[src/rtl/multicycle_control_pkg.sv]
// multicycle_control_pkg
// Shared definitions for the multicycle controller: the FSM state enum,
// the RV32I base opcodes it recognises, the datapath select encodings and
// two small decode helpers used by the controller.
// Build option: define ILLEGAL_TRAP_EN to add the TRAP state.
package multicycle_control_pkg;

  // FSM states; TRAP only exists when illegal-opcode trapping is built in
  typedef enum logic [2:0] {
    FETCH  = 3'd0,
    DECODE = 3'd1,
    EXEC   = 3'd2,
    MEMRD  = 3'd3,
    MEMWR  = 3'd4,
    WB     = 3'd5,
    BRTGT  = 3'd6
`ifdef ILLEGAL_TRAP_EN
    ,
    TRAP   = 3'd7
`endif
  } state_t;

  typedef logic [1:0] sel2_t;

  // RV32I major opcodes (instr[6:0])
  localparam logic [6:0] OPC_LOAD   = 7'b0000011;
  localparam logic [6:0] OPC_STORE  = 7'b0100011;
  localparam logic [6:0] OPC_OP     = 7'b0110011;
  localparam logic [6:0] OPC_OPIMM  = 7'b0010011;
  localparam logic [6:0] OPC_LUI    = 7'b0110111;
  localparam logic [6:0] OPC_AUIPC  = 7'b0010111;
  localparam logic [6:0] OPC_JAL    = 7'b1101111;
  localparam logic [6:0] OPC_JALR   = 7'b1100111;
  localparam logic [6:0] OPC_BRANCH = 7'b1100011;

  // ALU operand A select
  localparam sel2_t ASRC_PC    = 2'b00;
  localparam sel2_t ASRC_RS1   = 2'b01;
  localparam sel2_t ASRC_OLDPC = 2'b10;
  localparam sel2_t ASRC_ZERO  = 2'b11;

  // ALU operand B select
  localparam sel2_t BSRC_RS2   = 2'b00;
  localparam sel2_t BSRC_IMM   = 2'b01;
  localparam sel2_t BSRC_FOUR  = 2'b10;

  // Request to the ALU control block
  localparam sel2_t ALUOP_ADD    = 2'b00;
  localparam sel2_t ALUOP_BRANCH = 2'b01;
  localparam sel2_t ALUOP_RTYPE  = 2'b10;
  localparam sel2_t ALUOP_ITYPE  = 2'b11;

  // Register-file writeback source
  localparam sel2_t WB_ALU = 2'b00;
  localparam sel2_t WB_MEM = 2'b01;
  localparam sel2_t WB_PC4 = 2'b10;

  // Instruction classes the controller distinguishes
  typedef enum logic [3:0] {
    CLS_LOAD,
    CLS_STORE,
    CLS_OP,
    CLS_OPIMM,
    CLS_LUI,
    CLS_AUIPC,
    CLS_JAL,
    CLS_JALR,
    CLS_BRANCH,
    CLS_ILLEGAL
  } opclass_t;

  // The three ALU-side selects travel together
  typedef struct packed {
    sel2_t src_a;
    sel2_t src_b;
    sel2_t aluop;
  } alu_sel_t;

  function automatic opclass_t classify(input logic [6:0] opcode);
    case (opcode)
      OPC_LOAD:   return CLS_LOAD;
      OPC_STORE:  return CLS_STORE;
      OPC_OP:     return CLS_OP;
      OPC_OPIMM:  return CLS_OPIMM;
      OPC_LUI:    return CLS_LUI;
      OPC_AUIPC:  return CLS_AUIPC;
      OPC_JAL:    return CLS_JAL;
      OPC_JALR:   return CLS_JALR;
      OPC_BRANCH: return CLS_BRANCH;
      default:    return CLS_ILLEGAL;
    endcase
  endfunction

  // ALU selects used in EXEC; memory and writeback states keep these so the
  // address / result stays valid. Jumps compute their target here already.
  // Unrecognised opcodes get all-zero selects.
  function automatic alu_sel_t exec_sel(input opclass_t cls);
    alu_sel_t s;
    s = '0;
    case (cls)
      CLS_LOAD, CLS_STORE: s = '{ASRC_RS1,   BSRC_IMM, ALUOP_ADD};
      CLS_OP:              s = '{ASRC_RS1,   BSRC_RS2, ALUOP_RTYPE};
      CLS_OPIMM:           s = '{ASRC_RS1,   BSRC_IMM, ALUOP_ITYPE};
      CLS_LUI:             s = '{ASRC_ZERO,  BSRC_IMM, ALUOP_ADD};
      CLS_AUIPC:           s = '{ASRC_OLDPC, BSRC_IMM, ALUOP_ADD};
      CLS_JAL:             s = '{ASRC_OLDPC, BSRC_IMM, ALUOP_ADD};
      CLS_JALR:            s = '{ASRC_RS1,   BSRC_IMM, ALUOP_ADD};
      CLS_BRANCH:          s = '{ASRC_RS1,   BSRC_RS2, ALUOP_BRANCH};
      default:             s = '0;
    endcase
    return s;
  endfunction

endpackage

[src/rtl/multicycle_control_if.sv]
// multicycle_control_if
// Control bundle between the multicycle controller and its datapath/memory:
// IR contents and status come in, strobes and mux selects go out.
// The controller uses the master modport, the datapath side the slave one.
interface multicycle_control_if;
  import multicycle_control_pkg::*;

  logic [31:0] instr;
  logic        mem_ready;
  logic        alu_zero;

  logic        mem_req;
  logic        mem_we;
  logic        mem_iord;
  logic        ir_write;
  logic        pc_write;
  logic        reg_write;
  sel2_t       alusrc_a;
  sel2_t       alusrc_b;
  sel2_t       aluop;
  sel2_t       wb_sel;
  logic        mem_timeout;

  modport master (
    input  instr, mem_ready, alu_zero,
    output mem_req, mem_we, mem_iord, ir_write, pc_write, reg_write,
           alusrc_a, alusrc_b, aluop, wb_sel, mem_timeout
  );

  modport slave (
    output instr, mem_ready, alu_zero,
    input  mem_req, mem_we, mem_iord, ir_write, pc_write, reg_write,
           alusrc_a, alusrc_b, aluop, wb_sel, mem_timeout
  );
endinterface

[src/rtl/multicycle_control.sv]
// multicycle_control
// Main control FSM of a multicycle RV32I core. Outputs are decoded from the
// state register; only the FETCH load strobes and the timeout pulse also
// look at mem_ready. An 8-bit wait counter aborts memory accesses that stall
// for WAIT_MAX cycles (legal range 1..255) and restarts at FETCH.
// Build option: ILLEGAL_TRAP_EN makes unrecognised opcodes lock in TRAP;
// without it they behave as a NOP.
module multicycle_control
  import multicycle_control_pkg::*;
#(
  parameter int WAIT_MAX = 255
) (
  input logic clk,
  input logic reset,
  multicycle_control_if.master bus
);

  localparam logic [7:0] WAIT_CNT_MAX = WAIT_MAX[7:0];

  state_t     state;
  logic [7:0] wait_cnt;

  opclass_t   cls;
  alu_sel_t   esel;
  logic       taken;

  logic       req_c;
  logic       we_c;
  logic       iord_c;
  logic       irw_c;
  logic       pcw_c;
  logic       rw_c;
  alu_sel_t   sel_c;
  sel2_t      wb_c;
  logic       timeout_c;

  logic       unused_instr_bits;

  assign cls   = classify(bus.instr[6:0]);
  assign esel  = exec_sel(cls);
  // funct3[0] flips the sense of the zero flag (BEQ/BNE, BLT/BGE, ...)
  assign taken = bus.alu_zero ^ bus.instr[12];

  assign unused_instr_bits = ^{bus.instr[31:13], bus.instr[11:7]};

  // A stalled request expires when the counter has reached the limit and the
  // memory still is not ready; a ready in that same cycle wins.
  assign timeout_c = req_c && !bus.mem_ready && (wait_cnt == WAIT_CNT_MAX);

  // Per-state decode of strobes and datapath selects
  always_comb begin
    req_c  = 1'b0;
    we_c   = 1'b0;
    iord_c = 1'b0;
    irw_c  = 1'b0;
    pcw_c  = 1'b0;
    rw_c   = 1'b0;
    sel_c  = '0;
    wb_c   = WB_ALU;
    unique case (state)
      FETCH: begin
        req_c = 1'b1;
        sel_c = '{ASRC_PC, BSRC_FOUR, ALUOP_ADD};
        irw_c = bus.mem_ready;
        pcw_c = bus.mem_ready;
      end
      DECODE: begin
        sel_c = '0;
      end
      EXEC: begin
        sel_c = esel;
      end
      MEMRD: begin
        req_c  = 1'b1;
        iord_c = 1'b1;
        sel_c  = esel;
      end
      MEMWR: begin
        req_c  = 1'b1;
        we_c   = 1'b1;
        iord_c = 1'b1;
        sel_c  = esel;
      end
      WB: begin
        rw_c  = 1'b1;
        sel_c = esel;
        if (cls == CLS_JAL || cls == CLS_JALR) begin
          pcw_c = 1'b1;
          wb_c  = WB_PC4;
        end else if (cls == CLS_LOAD) begin
          wb_c  = WB_MEM;
        end
      end
      BRTGT: begin
        pcw_c = 1'b1;
        sel_c = '{ASRC_OLDPC, BSRC_IMM, ALUOP_ADD};
      end
`ifdef ILLEGAL_TRAP_EN
      TRAP: begin
        sel_c = '0;
      end
`endif
      default: begin
        sel_c = '0;
      end
    endcase
  end

  // Reset forces every output low immediately, aborting any access in flight
  always_comb begin
    if (reset) begin
      bus.mem_req     = 1'b0;
      bus.mem_we      = 1'b0;
      bus.mem_iord    = 1'b0;
      bus.ir_write    = 1'b0;
      bus.pc_write    = 1'b0;
      bus.reg_write   = 1'b0;
      bus.alusrc_a    = '0;
      bus.alusrc_b    = '0;
      bus.aluop       = '0;
      bus.wb_sel      = '0;
      bus.mem_timeout = 1'b0;
    end else begin
      bus.mem_req     = req_c;
      bus.mem_we      = we_c;
      bus.mem_iord    = iord_c;
      bus.ir_write    = irw_c;
      bus.pc_write    = pcw_c;
      bus.reg_write   = rw_c;
      bus.alusrc_a    = sel_c.src_a;
      bus.alusrc_b    = sel_c.src_b;
      bus.aluop       = sel_c.aluop;
      bus.wb_sel      = wb_c;
      bus.mem_timeout = timeout_c;
    end
  end

  // State register and wait counter; the counter only survives cycles in
  // which a request is stalled, so any state change clears it
  always_ff @(posedge clk or posedge reset) begin
    if (reset) begin
      state    <= FETCH;
      wait_cnt <= '0;
    end else begin
      if (req_c && !bus.mem_ready && !timeout_c) begin
        wait_cnt <= wait_cnt + 8'd1;
      end else begin
        wait_cnt <= '0;
      end

      unique case (state)
        FETCH: begin
          if (bus.mem_ready) begin
            state <= DECODE;
          end
        end
        DECODE: begin
          state <= EXEC;
        end
        EXEC: begin
          unique case (cls)
            CLS_LOAD:   state <= MEMRD;
            CLS_STORE:  state <= MEMWR;
            CLS_BRANCH: state <= taken ? BRTGT : FETCH;
`ifdef ILLEGAL_TRAP_EN
            CLS_ILLEGAL: state <= TRAP;
`else
            CLS_ILLEGAL: state <= FETCH;
`endif
            default:    state <= WB;
          endcase
        end
        MEMRD: begin
          if (bus.mem_ready) begin
            state <= WB;
          end else if (timeout_c) begin
            state <= FETCH;
          end
        end
        MEMWR: begin
          if (bus.mem_ready || timeout_c) begin
            state <= FETCH;
          end
        end
        WB: begin
          state <= FETCH;
        end
        BRTGT: begin
          state <= FETCH;
        end
`ifdef ILLEGAL_TRAP_EN
        TRAP: begin
          state <= TRAP;
        end
`endif
        default: begin
          state <= FETCH;
        end
      endcase
    end
  end

endmodule
[src/flat_wrapper.sv]
// flat-port wrapper written by rule: the top's interface ports become plain ports
module multicycle_control_flat import multicycle_control_pkg::*;
#(
  parameter int WAIT_MAX = 255
)
  (clk, reset, bus_instr, bus_mem_ready, bus_alu_zero, bus_mem_req, bus_mem_we, bus_mem_iord, bus_ir_write, bus_pc_write, bus_reg_write, bus_alusrc_a, bus_alusrc_b, bus_aluop, bus_wb_sel, bus_mem_timeout);
  multicycle_control_if bus_i ();
  input logic clk;
  input logic reset;
  input wire logic [$bits(bus_i.instr)-1:0] bus_instr;
  input wire logic [$bits(bus_i.mem_ready)-1:0] bus_mem_ready;
  input wire logic [$bits(bus_i.alu_zero)-1:0] bus_alu_zero;
  output wire logic [$bits(bus_i.mem_req)-1:0] bus_mem_req;
  output wire logic [$bits(bus_i.mem_we)-1:0] bus_mem_we;
  output wire logic [$bits(bus_i.mem_iord)-1:0] bus_mem_iord;
  output wire logic [$bits(bus_i.ir_write)-1:0] bus_ir_write;
  output wire logic [$bits(bus_i.pc_write)-1:0] bus_pc_write;
  output wire logic [$bits(bus_i.reg_write)-1:0] bus_reg_write;
  output wire logic [$bits(bus_i.alusrc_a)-1:0] bus_alusrc_a;
  output wire logic [$bits(bus_i.alusrc_b)-1:0] bus_alusrc_b;
  output wire logic [$bits(bus_i.aluop)-1:0] bus_aluop;
  output wire logic [$bits(bus_i.wb_sel)-1:0] bus_wb_sel;
  output wire logic [$bits(bus_i.mem_timeout)-1:0] bus_mem_timeout;
  assign bus_i.instr = bus_instr;
  assign bus_i.mem_ready = bus_mem_ready;
  assign bus_i.alu_zero = bus_alu_zero;
  assign bus_mem_req = bus_i.mem_req;
  assign bus_mem_we = bus_i.mem_we;
  assign bus_mem_iord = bus_i.mem_iord;
  assign bus_ir_write = bus_i.ir_write;
  assign bus_pc_write = bus_i.pc_write;
  assign bus_reg_write = bus_i.reg_write;
  assign bus_alusrc_a = bus_i.alusrc_a;
  assign bus_alusrc_b = bus_i.alusrc_b;
  assign bus_aluop = bus_i.aluop;
  assign bus_wb_sel = bus_i.wb_sel;
  assign bus_mem_timeout = bus_i.mem_timeout;
  multicycle_control #(.WAIT_MAX(WAIT_MAX)) u_core (.clk(clk), .reset(reset), .bus(bus_i));
endmodule
[config.mk]
export PLATFORM = sky130hd
export DESIGN_NAME = multicycle_control_flat
export DESIGN_NICKNAME = d
export VERILOG_FILES = /design/src/rtl/multicycle_control_pkg.sv /design/src/rtl/multicycle_control_if.sv /design/src/rtl/multicycle_control.sv /design/src/flat_wrapper.sv
export SDC_FILE = /design/constraint.sdc
export NUM_CORES = 1
export LEC_CHECK = 0
export ABC_CLOCK_PERIOD_IN_PS = 1900
export BUFFER_PORTS_ARGS = -buffer_cell sky130_fd_sc_hd__buf_4
export CORE_MARGIN = 10
export CORE_UTILIZATION = 47
export CTS_CLUSTER_SIZE = 24
export DETAILED_ROUTE_END_ITERATION = 8
export PLACE_DENSITY = 0.88
export SLEW_MARGIN = 25
export SYNTH_ARGS = -nofsm -noshare
export SYNTH_HDL_FRONTEND = slang
export SYNTH_SLANG_ARGS = --single-unit
[constraint.sdc]
create_clock -name clk -period 1.9 [get_ports clk]
set_input_delay 0.095 -clock clk [delete_from_list [all_inputs] [get_ports clk]]
set_output_delay 0.095 -clock clk [all_outputs]
set_load 0.02 [all_outputs]
==> flow_metrics.py <==
metrics = {
    "status": {
        "run_status": "finished clean",
    },
    "logic_synthesis": {
        "netlist-cell-type-count": 45,
        "yosysWarnings": 0,
        "postSynth.topFlopCell": "sky130_fd_sc_hd__dfrtp_1",
        "synth_edf_count": 0,
        "postSynth.asyncResetShare_pct": 100,
        "synth_seq_cells": 11,
        "largest_family_of_logic_cells_by_synthesized_area": "simple AND/OR/NAND/NOR gates",
        "synthesis.area_per_instance_sq_um": 8.04,
        "synthAdderAreaFrac_pct": 9.93,
        "synth_compound_gate_area_share_pct": 19.1,
        "synth_xor_xnor_area_share_pct": 6.18,
        "synthesized_instance_count": 141,
        "synth.area.mux_share_pct": 0,
        "synth.yosys.seq_area_share_pct": 24.3,
        "area_of_the_mapped_netlist_sq_um": 1130,
        "synth_simple_gate_area_share_pct": 32.6,
        "syn-num-nets": 186,
    },
    "finish": {
        "fillerInstances": 190,
        "flow.area_growth_from_synthesis_pct": 32.3,
        "finish.utilization_pct": 66.5,
        "regArea_sq_um": 279,
        "antenna_cells_inserted": 0,
        "mostFrequentLayoutCells": "sky130_fd_sc_hd__buf_4, sky130_fd_sc_hd__nor2_1, sky130_fd_sc_hd__inv_1, sky130_fd_sc_hd__nand2_1",
        "design.final.nets": 223,
        "multi_input_comb_area_sq_um": 828,
        "design_area_sq_um": 1500,
        "fin_cells": 205,
        "drive_gt1_share_pct": 36.2,
        "layout_commonest_cell": "sky130_fd_sc_hd__buf_4",
    },
    "clock_network": {
        "clock_sink_count": 11,
        "cts-htree-levels": 1,
        "ctsRootBufferMaster": "sky130_fd_sc_hd__clkbuf_4",
        "tritoncts": "built",
        "tritoncts.num_buffers": 3,
        "clkSlewWorstSetupHoldPaths_ns": 0.07,
        "clock_tree.buffer_depth": 2,
        "insertion_delay_to_the_later_sink_of_the_worst_skew_pair_ns": 0.27,
    },
    "sta": {
        "final-hold-violation-count": 0,
        "slew_headroom_pct": 61.0,
        "fin_crit_ns": 1.82,
        "number_of_failing_setup_endpoints_in_the_final_timing_report": 0,
        "final.setup.tns_ns": 0,
        "drv_slew": 0,
        "setup_slack_of_the_critical_path_after_layout_ns": 0.0846,
        "timing.clock.skew_ns": 0.00212,
        "tightestPinTransition_ns": 0.580,
        "min_period_over_period_pct": 95.5,
        "max_freq_ghz": 0.551,
    },
    "placed_design": {
        "port_buffers": 26,
        "dp_hpwl_microns": 2310,
        "dpl.cell_count": 193,
        "dp_area_sq_um": 1340,
        "placement.setup.worst_slack_ns": -0.00680,
        "place.gp.congestion": 0.910,
    },
    "detailed_routing": {
        "via_count": 1216,
        "detail_route.first_pass.iterations": 4,
        "wl_microns": 3270,
        "highest-signal-layer": "met4",
        "residual_drc_count": 0,
        "first_iter_violations": 131,
        "wirelength_met1_microns": 1370,
        "wl_met2_microns": 1680,
        "dr_wl_met3_microns": 173,
        "route.antenna.remaining_nets": 0,
        "routed_wire_length_per_instance_microns": 15.9,
        "via_per_inst": 5.93,
    },
    "hold_path": {
        "timing.hold.worst.start": "bus_mem_ready",
        "hold_depth": 3,
        "min_path_type": "in -> reg",
        "holdPathEnd": "u_core.state[0]",
    },
    "flow_run": {
        "drv.max_cap_violation_count": 0,
    },
    "floorplanning": {
        "die-height_microns": 69.1,
        "placeableCoreArea_sq_um": 2250,
        "start_util_pct": 50.3,
        "die_w_microns": 69.1,
        "dieArea_sq_um": 4780,
        "number_of_placed_i_o_pins": 51,
        "number_of_cell_rows": 17,
    },
    "global_route": {
        "maximum_number_of_pins_on_one_net_before_global_route_repair": 12,
        "track_usage_pct": 11.2,
        "antenna_violations_before_repair": 0,
        "grt_first_pass_wirelength_microns": 4800,
        "grt_pass1_vias": 1078,
        "global_route_congestion_overflow_total": 0,
    },
    "power_and_ir_drop": {
        "max-vdd-ir-drop_mv": 0.485,
        "power_density_nw_per_um2": 679,
        "power.static_leakage_nw": 0.671,
    },
    "worst_setup_path": {
        "category_of_the_worst_setup_path_capture_point": "primary output",
        "timing.critical_path.fanout_max": 9,
        "r2r_slack_ns": 0.23,
        "timing.rr.start": "u_core.state[1]",
        "cp_data_arrival_time_ns": 1.72,
        "cp-start-kind": "input port",
        "worstRegToRegCells": 5,
        "timing.setup.critical_path_class": "in -> out",
        "startpoint_of_the_worst_setup_timing_path": "bus_instr[6]",
        "worst_r2r_endpoint": "u_core.state[2]",
        "worst_path_required_time_ns": 1.80,
    },
}
synth_stat cells (all sizes together) (2+ instances only):
cell type | number | area, sq um
or2 | 2 | 12.5
nand3 | 7 | 35.0
nand2 | 11 | 41.3
inv | 12 | 45.0
nand3b | 4 | 30.0
o21bai | 2 | 15.0
and3 | 3 | 20.0
ha | 9 | 113
nor3 | 8 | 45.0
dfrtp | 11 | 275
o211ai | 3 | 22.5
or3b | 2 | 22.5
buf | 4 | 41.3
o31ai | 2 | 15.0
xor2 | 7 | 61.3
nand2b | 2 | 12.5
o21ai | 3 | 15.0
a21oi | 9 | 48.8
a211oi | 4 | 47.5
nor2 | 17 | 63.8
a21o | 2 | 16.3
metal layers:
metal | track usage (%) | up-vias
met4 | 4.43 | 0
met2 | 19.0 | 48
met5 | 0 | -
li1 | - | 572
met3 | 2.57 | 7
met1 | 13.2 | 589
through the flow:
stage | power [mW] | hold slack [ns]
after CTS | 0.969 | 0.152
after global placement | 0.777 | 0.0597
after floorplan | 0.680 | 0.160
final | 1.02 | 0.155
after detailed placement | 0.805 | 0.0676
after global routing | 1.09 | 0.171
sequential cells by signal (all words and copies together), names as in the netlist:
| signal | count |
|---|---|
| u_core.wait_cnt | 8 |
| u_core.state | 3 |
critical path: stages:
cell	delay, ns
sky130_fd_sc_hd__buf_6	0.12
sky130_fd_sc_hd__xor2_2	0.17
sky130_fd_sc_hd__o31ai_2	0.29
sky130_fd_sc_hd__o21ai_2	0.12
sky130_fd_sc_hd__nor2_2	0.15
sky130_fd_sc_hd__buf_4	0.15
sky130_fd_sc_hd__ha_1	0.15
sky130_fd_sc_hd__inv_1	0.04
sky130_fd_sc_hd__o2111ai_1	0.18
sky130_fd_sc_hd__a21oi_1	0.10
sky130_fd_sc_hd__buf_4	0.16
worst max-delay path by stage:
stage               slack, ns               to  cells after the start
floorplan                0.04     bus_pc_write                      9
global placement         0.05  bus_alusrc_a[0]                     10
detailed placement     -0.007     bus_aluop[0]                     10
CTS                     0.004     bus_pc_write                      4
global route             -0.1  bus_alusrc_b[0]                     11
finish                   0.08  bus_alusrc_b[0]                     11
power breakdown:
group	total [mW]	internal (mW)	switching, mW
registers	0.340	0.274	0.0652
clock network	0.160	0.0814	0.0784
logic	0.519	0.225	0.294
total	1.02	0.580	0.438
logic make-up (layout without fill, tap and decap cells):
family          count (synthesis)  after routing
xor+xnor                        8              8
fa+ha+maj                       9              9
flops                          11             11
simple gates                   67             67
compound gates                 29             29
buf+inv                        17             53
area by class of cell:
cell class | count | area share, %
clock buffers | 4 | 1.75
inverters | 12 | 3.17
multi-input cells | 113 | 55.2
flip-flops and latches | 11 | 18.6
well taps | 28 | 2.34
repair buffers | 37 | 18.9
repair_timing:
action | in CTS | in global routing
resized for setup | 2 | 17
endpoints found under the hold margin | 3 | 0
hold buffers | 1 | 0
endpoints found under the setup margin | 2 | 7
gates cloned | 0 | 0
buffers inserted | 0 | 7
pin swaps | 0 | 9
No activity file was read; power rests on OpenSTA's default activity.
